--- config.mk ---
export PLATFORM = sky130hd
export DESIGN_NAME = hazard_control_unit
export DESIGN_NICKNAME = d
export VERILOG_FILES = /design/src/rtl/hazard_control_unit.sv
export SDC_FILE = /design/constraint.sdc
export NUM_CORES = 1
export LEC_CHECK = 0
export CORE_MARGIN = 2
export CORE_UTILIZATION = 44
export CTS_BUF_LIST = sky130_fd_sc_hd__clkbuf_16
export CTS_CLUSTER_SIZE = 10
export DETAILED_ROUTE_END_ITERATION = 8
export GPL_ROUTABILITY_DRIVEN = 0
export PLACE_DENSITY = 0.95
export RECOVER_POWER = 50
export SYNTH_ARGS = -nofsm -noshare
export SYNTH_HDL_FRONTEND = slang
export SYNTH_SLANG_ARGS = --single-unit
--- constraint.sdc ---
create_clock -name i_CLK -period 3 [get_ports i_CLK]
set_clock_uncertainty 0.1 [all_clocks]
set_input_delay 0.6 -clock i_CLK [delete_from_list [all_inputs] [get_ports i_CLK]]
set_output_delay 0.6 -clock i_CLK [all_outputs]
set_load 0.02 [all_outputs]
--- src/rtl/hazard_control_unit.sv ---
// Pipeline hazard control: forwarding selects, load-use/branch/multiply-divide stalls,
// and the multiply/divide occupancy FSM that sequences the shared HI/LO unit.
module hazard_control_unit #(
  parameter int unsigned RF_ADDR_WIDTH = 5,
  parameter int unsigned MUL_CYCLES    = 4,
  parameter int unsigned DIV_CYCLES    = 32
) (
  input  logic                     i_CLK,
  input  logic                     i_RST_n,
  input  logic [RF_ADDR_WIDTH-1:0] i_RsD,
  input  logic [RF_ADDR_WIDTH-1:0] i_RtD,
  input  logic [RF_ADDR_WIDTH-1:0] i_RsE,
  input  logic [RF_ADDR_WIDTH-1:0] i_RtE,
  input  logic [RF_ADDR_WIDTH-1:0] i_WriteRegE,
  input  logic [RF_ADDR_WIDTH-1:0] i_WriteRegM,
  input  logic [RF_ADDR_WIDTH-1:0] i_WriteRegW,
  input  logic                     i_RegWriteE,
  input  logic                     i_RegWriteM,
  input  logic                     i_RegWriteW,
  input  logic                     i_MemtoRegE,
  input  logic                     i_MemtoRegM,
  input  logic                     i_BranchD,
  input  logic                     i_MDStartD,
  input  logic                     i_MDOpD,
  input  logic                     i_HiLoReadD,
  output logic [1:0]               o_ForwardAE,
  output logic [1:0]               o_ForwardBE,
  output logic                     o_ForwardAD,
  output logic                     o_ForwardBD,
  output logic                     o_StallF,
  output logic                     o_StallD,
  output logic                     o_FlushE,
  output logic                     o_MDStartE,
  output logic                     o_MDBusy,
  output logic                     o_MDDone
);

  localparam logic [1:0] StIdle = 2'd0;
  localparam logic [1:0] StBusy = 2'd1;
  localparam logic [1:0] StDone = 2'd2;

  localparam int unsigned MaxCycles = (MUL_CYCLES > DIV_CYCLES) ? MUL_CYCLES : DIV_CYCLES;
  localparam int unsigned CntW      = (MaxCycles > 1) ? $clog2(MaxCycles) : 1;
  localparam logic [CntW-1:0] MulLoad = CntW'(MUL_CYCLES - 1);
  localparam logic [CntW-1:0] DivLoad = CntW'(DIV_CYCLES - 1);

  logic [1:0]      state_q, state_d;
  logic [CntW-1:0] cnt_q, cnt_d;
  logic            start_e_q, start_e_d;

  logic m_hit_a, w_hit_a, m_hit_b, w_hit_b;
  logic lu_stall, br_stall, md_stall, stall_any, md_accept;
  logic rs_d_nz, rt_d_nz;

  // Forwarding: register 0 is hard-wired and never forwarded.
  always_comb begin
    m_hit_a = i_RegWriteM && (i_WriteRegM != '0) && (i_WriteRegM == i_RsE);
    w_hit_a = i_RegWriteW && (i_WriteRegW != '0) && (i_WriteRegW == i_RsE);
    m_hit_b = i_RegWriteM && (i_WriteRegM != '0) && (i_WriteRegM == i_RtE);
    w_hit_b = i_RegWriteW && (i_WriteRegW != '0) && (i_WriteRegW == i_RtE);

    o_ForwardAE = m_hit_a ? 2'b10 : (w_hit_a ? 2'b01 : 2'b00);
    o_ForwardBE = m_hit_b ? 2'b10 : (w_hit_b ? 2'b01 : 2'b00);

    rs_d_nz     = (i_RsD != '0);
    rt_d_nz     = (i_RtD != '0);
    o_ForwardAD = rs_d_nz && (i_RsD == i_WriteRegM) && i_RegWriteM;
    o_ForwardBD = rt_d_nz && (i_RtD == i_WriteRegM) && i_RegWriteM;
  end

  always_comb begin
    lu_stall = i_MemtoRegE && (i_RtE != '0) && ((i_RtE == i_RsD) || (i_RtE == i_RtD));
    br_stall = i_BranchD &&
               ((i_RegWriteE && (i_WriteRegE != '0) &&
                 ((i_WriteRegE == i_RsD) || (i_WriteRegE == i_RtD))) ||
                (i_MemtoRegM && (i_WriteRegM != '0) &&
                 ((i_WriteRegM == i_RsD) || (i_WriteRegM == i_RtD))));
    // The MD term is masked in reset so a stale BUSY state cannot freeze the front end.
    md_stall  = i_RST_n && o_MDBusy && (i_MDStartD || i_HiLoReadD);
    stall_any = lu_stall || br_stall || md_stall;

    o_StallF = stall_any;
    o_StallD = stall_any;
    o_FlushE = stall_any;
  end

  assign o_MDBusy   = (state_q == StBusy);
  assign o_MDDone   = (state_q == StDone);
  assign o_MDStartE = start_e_q;

  // A start is taken from IDLE or DONE only, and only when decode actually advances.
  assign md_accept = (state_q != StBusy) && i_MDStartD && !stall_any;

  always_comb begin
    state_d   = state_q;
    cnt_d     = cnt_q;
    start_e_d = 1'b0;
    case (state_q)
      StIdle: state_d = StIdle;
      StBusy: begin
        if (cnt_q == '0) state_d = StDone;
        else             cnt_d   = cnt_q - CntW'(1);
      end
      StDone: state_d = StIdle;
      default: state_d = StIdle;
    endcase
    if (md_accept) begin
      state_d   = StBusy;
      cnt_d     = i_MDOpD ? DivLoad : MulLoad;
      start_e_d = 1'b1;
    end
  end

  always_ff @(posedge i_CLK) begin
    if (!i_RST_n) begin
      state_q   <= StIdle;
      cnt_q     <= '0;
      start_e_q <= 1'b0;
    end else begin
      state_q   <= state_d;
      cnt_q     <= cnt_d;
      start_e_q <= start_e_d;
    end
  end

endmodule

Word-level counts from Yosys, hierarchy flattened:

Cells that the tools add are included.

* register bits: 8
* logic and storage cells: 75
* bits of input ports: 46

* reduce and logical (&&, ||, !) cells: 39
* multiplexer cells: 12
* $add $sub $neg: 1
* bitwise logic cells: 2
* eq/ne operators: 17

Operator list (count)
* $eq 5x5->1: 12
* $reduce_bool 5->1: 6
* $logic_and 1x1->1: 21
* $mux 5: 4
* $logic_or 1x1->1: 7
* $mux 1: 6
* $logic_not 5->1: 1
* $sub 5x1->5 const B: 1
* $mux 2: 2
* $ne 3x1->1 const B: 1
* $reduce_or 3->1: 1
* $eq 2x1->1 const B: 1
* $eq 2x2->1 const B: 1
* $ne 2x1->1 const B: 1
* $ne 2x2->1 const B: 1
* $not 1->1: 2
* $reduce_and 2->1: 1
* $reduce_bool 2->1: 1
* $logic_not 1->1: 1

Longest topological paths before layout:

* depth after elaboration: 11
* depth in mapped cells: 8
* depth with buffers taken out: 8

Worst setup path after synthesis:

No wires, ideal clock.

* kind: input-to-output
* start: in i_RtE[0]
* end: out o_ForwardBE[0]
* path slack: 0.310 ns
* arrival: 1.990 ns
* cell stages on the path: 4
* cell sequence: buf_2 xor2_1 or4_1 nor4_1

* cells in the longest elaborated chain, start to end: 4

RTL lines
* start, declared: line 13 `input logic [RF_ADDR_WIDTH-1:0] i_RtE,`
* $eq 5x5->1: line 60 `w_hit_b = i_RegWriteW && (i_WriteRegW != '0) && (i_WriteRegW == i_RtE);`
* $logic_and 1x1->1: line 60
* $mux 1: line 63 `o_ForwardBE = m_hit_b ? 2'b10 : (w_hit_b ? 2'b01 : 2'b00);`
* $mux 2 *: line 63
* end, declared: line 27 `output logic [1:0] o_ForwardBE,`

Mark *: on every way between the ends. The rest lies on a longest branch, timed or not.

Worst setup path in the final report:

* start: in i_WriteRegM[4]
* end: out o_FlushE

* cells in the longest elaborated chain, start to end: 7

RTL lines
* start, declared: line 15 `input logic [RF_ADDR_WIDTH-1:0] i_WriteRegM,`
* $eq 5x5->1 or $reduce_bool 5->1 (tied branches): line 77, 76
* $logic_or 1x1->1 or $logic_and 1x1->1 (tied branches): line 77, 76
* $logic_and 1x1->1 *: line 76 `(i_MemtoRegM && (i_WriteRegM != '0) &&`
* $logic_or 1x1->1 *: line 75 `((i_WriteRegE == i_RsD) || (i_WriteRegE == i_RtD))) ||`
* $logic_and 1x1->1 *: line 73 `br_stall = i_BranchD &&`
* $logic_or 1x1->1 * (2 in series): line 80 `stall_any = lu_stall || br_stall || md_stall;`
* end, declared: line 32 `output logic o_FlushE,`

Marked as above.

==> metrics.md <==
| Metric | Value |
|---|---|
| TritonCTS clock tree | built |
| Leakage power | 0.900 nW |
| Comb pwr share | 46.3% |
| Final instance count without filler cells | 260 |
| Wl on met1 | 1600 um |
| Critical path buffer and inverter count | 2 |
| Area of the multi-input gates | 936 sq um |
| Syn_nets | 195 |
| Top post-synthesis cells by area | xor2_1, dfxtp_1, xnor2_1 |
| Clk sink count | 8 |
| Worst-Margin Slew | 452 ps |
| Die area | 3080 sq um |
| DR top layer | met4 |
| Post-synth top flop | dfxtp_1 |
| Hold Path Origin | cnt_q[4] |
| RSZ-0062 raised after global routing | yes |
| Final-report hold violation count | 0 |
| Crit-path slowest cell | clkdlybuf4s50_1 |
| WHS Path Cells | 2 |
| Final-report setup violation count | 0 |
| Layout cells sized above 1 | 25.2% |
| Worst R2R Setup Slack | 1080 ps |
| Final net count | 279 |
| Detailed Routing Iterations Pass 1 | 4 |
| Core ar. | 2500 sq um |
| Num CTS Buffers | 3 |
| Total number of vias | 1,387 |
| Clock H-tree levels | 1 |
| Die Ht | 55.5 um |
| Reg clk slew, reported paths | 40 ps |
| Vias in the first global route | 1,409 |
| CTS root buf | clkbuf_16 |
| CP max stage delay | 620 ps |
| Longest Clk Path Bufs | 2 |
| Worst Hold End | cnt_q[4] |
| Min-Delay Path Class | reg2reg |
| Peak Freq | 0.339 GHz |
| Sw Share | 30.7% |
| First-pass GRT wire length | 6290 um |
| Cell taking the most area after synthesis | xor2_1 |
| FF-to-FF path depth | 8 |
| Outcome | finished, final reports clean |
| Data arrival time of the worst path | 2250 ps |
| Detailed Route WL | 4040 um |
| Synth top area share | 30.7% |
| Initial antenna violation count | 0 |
| Register Area | 160 sq um |
| Clock power frac | 33.9% |
| # hold bufs at CTS | 0 |
| Synth Cell Area | 1170 sq um |
| Power per cell area | 323 nW/um^2 |
| Largest net degree at the start of global routing | 10 |
| Type of origin of the critical path | input port |
| Setup TNS | 0 ps |
| CP cell instances | clkdlybuf4s50_1, xor2_1, nor3_1, nand3_1, a21oi_1, nor2_1, nand2_1, buf_2 |
| Met3 wire length | 215 um |
| Initial core utilization | 46.7% |
| Number of synthesized flops with an enable pin | 0 |
| Tmin final | 2950 ps |
| Design area | 2030 sq um |
| Vias per cell | 5.33 |
| Seq/Total Area, Yosys | 13.7% |
| Antenna fix cells | 0 |
| Synth cell count leaders | xor2_1, xnor2_1, nor2_1, dfxtp_1, nor3_1 |
| Max Cap Violations | 0 |
| Layout overhead on the synthesized area | 74.0% |
| Required time worst endpoint | 2300 ps |
| Buffers on Ports | 57 |
| All-Layer GR Usage | 25.5% |
| Met2 routed WL | 2120 um |
| Clock Latency Late Sink | 230 ps |
| Register share of total power | 19.8% |
| Cell Int Power | 455 uW |
| Setup bufs post-CTS | 0 |
| Syn Inst Count | 148 |
| Fillers | 147 |
| Setup CP Type | in2out |
| Pins over their slew limit | 0 |
| Post-route DRC violation count | 0 |
| Setup crit end kind | primary output |
| Critical R2R Capture | cnt_q[2] |
| Synth cell types | 32 |
| Post-DP HPWL | 3380 um |
| Total grt overflow | 0 |
| Worst-path maximum fanout | 5 |
| Slew HR | 69.8% |
| # rows | 18 |
| Post-route ant nets | 0 |
| Cells after DPL | 257 |
| Initial drt markers | 42 |
| #FFs+latches synth | 8 |
| Worst vdd ir | 0.578 mV |
| Yosys warning total | 0 |
| Worst reg2reg startpoint | cnt_q[1] |
| Crit-path leading delay family | buffers and inverters |
| Ports | 58 |
| Switch Pwr | 201 uW |
| Die W | 55.5 um |
| Placed cell area | 1970 sq um |
| Most frequent cell after synthesis | xor2_1 |
| Async set-reset flop share out of synthesis | 0% |
| Avg Inst Size Synth | 7.90 sq um |
| Min Hold Slack | 391 ps |
| Per-cell routed wire length | 15.5 um |
| Period utilization | 98.3% |
## cell usage in the layout (no fill, tap or decap), types with 2 or more instances in the layout
master           count
clkbuf_16            3
o21a_1               3
buf_2                5
inv_1                2
or4_1                6
o211ai_1             2
nor4_2               4
a21oi_1              2
clkdlybuf4s50_1     38
clkbuf_2             2
nand3_1              7
dlygate4sd2_1        6
nor3_1               7
nand2_1              7
dlygate4sd3_1        3
xnor2_1             12
dlymetal6s2s_1       3
mux2i_1              3
nor2b_1              3
buf_4               37
a22oi_2              2
nor2_1              10
o21ai_0              2
dfxtp_1              8
xor2_1              41
## metal layers
| metal | vias to the layer above | track usage (%) |
|---|---|---|
| met2 | 58 | 47.1 |
| met1 | 658 | 29.0 |
| met5 | - | 0 |
| met4 | 0 | 6.62 |
| li1 | 661 | - |
| met3 | 10 | 5.85 |
## power by group through the flow
| stage | Combinational (mW) | Sequential [mW] | Clock, mW |
|---|---|---|---|
| finish | 0.304 | 0.130 | 0.222 |
| CTS | 0.301 | 0.130 | 0.226 |
| global placement | 0.290 | 0.130 | 0 |
| floorplan | 0.156 | 0.130 | 0 |
| detailed placement | 0.305 | 0.131 | 0 |
| global route | 0.324 | 0.132 | 0.233 |
## timing repair
| action | CTS | global route |
|---|---|---|
| setup endpoints to repair | 9 | 8 |
| gates cloned | 0 | 0 |
| pin swaps | 1 | 1 |
| gates resized for setup | 31 | 14 |
## registers in the layout (all words and copies together) (netlist names)
name / cells
state_q: 2
o_MDStartE: 1
cnt_q: 5
## logic make-up after synthesis
group | Yosys count | synth area share, %
AO/OA/AOI/OAI | 14 | 9.31
XOR/XNOR | 53 | 39.7
adder cells (fa/ha/maj) | 1 | 1.07
buffers and inverters | 18 | 8.78
flip-flops | 8 | 13.7
multiplexers | 3 | 2.57
AND/OR/NAND/NOR | 51 | 24.8
## worst min-delay path, delay by kind of cell, from the launching register on
kind	cells	cell delay, ps
flip-flops	1	300
AND/OR/NAND/NOR	1	60
multiplexers	1	60
## worst max-delay path by stage
stage | slack (ps) | from | to | cells past startpoint
2_1_floorplan | 310 | i_RtE[0] | o_ForwardBE[0] | 4
3_5_place_dp | -460 | i_RtE[4] | o_ForwardBE[0] | 5
4_1_cts | -9 | i_WriteRegW[4] | o_ForwardBE[0] | 6
6_report | 50 | i_WriteRegM[4] | o_FlushE | 8
5_1_grt | -40 | i_WriteRegE[1] | o_FlushE | 7
3_3_place_gp | -370 | i_RtE[4] | o_StallF | 7
## area by class of cell
| class | instances | share of cell area (%) |
|---|---|---|
| flip-flops and latches | 8 | 7.88 |
| inverters | 2 | 0.369 |
| multi-input cells | 122 | 46.0 |
| well taps | 30 | 1.85 |
| clock buffers | 3 | 3.69 |
| repair buffers | 95 | 40.2 |
## stage by stage
| stage | util, % | total power [mW] | worst slack (ps) |
|---|---|---|---|
| 3_3_place_gp | 78.7 | 0.420 | -367 |
| 5_1_grt | 81.3 | 0.689 | -37.2 |
| 6_report | 81.3 | 0.656 | 52.1 |
| 4_1_cts | 80.3 | 0.656 | -8.81 |
| 2_1_floorplan | - | 0.286 | 310 |
| 3_5_place_dp | 78.7 | 0.436 | -461 |
Power figures use the tool's default switching activity.
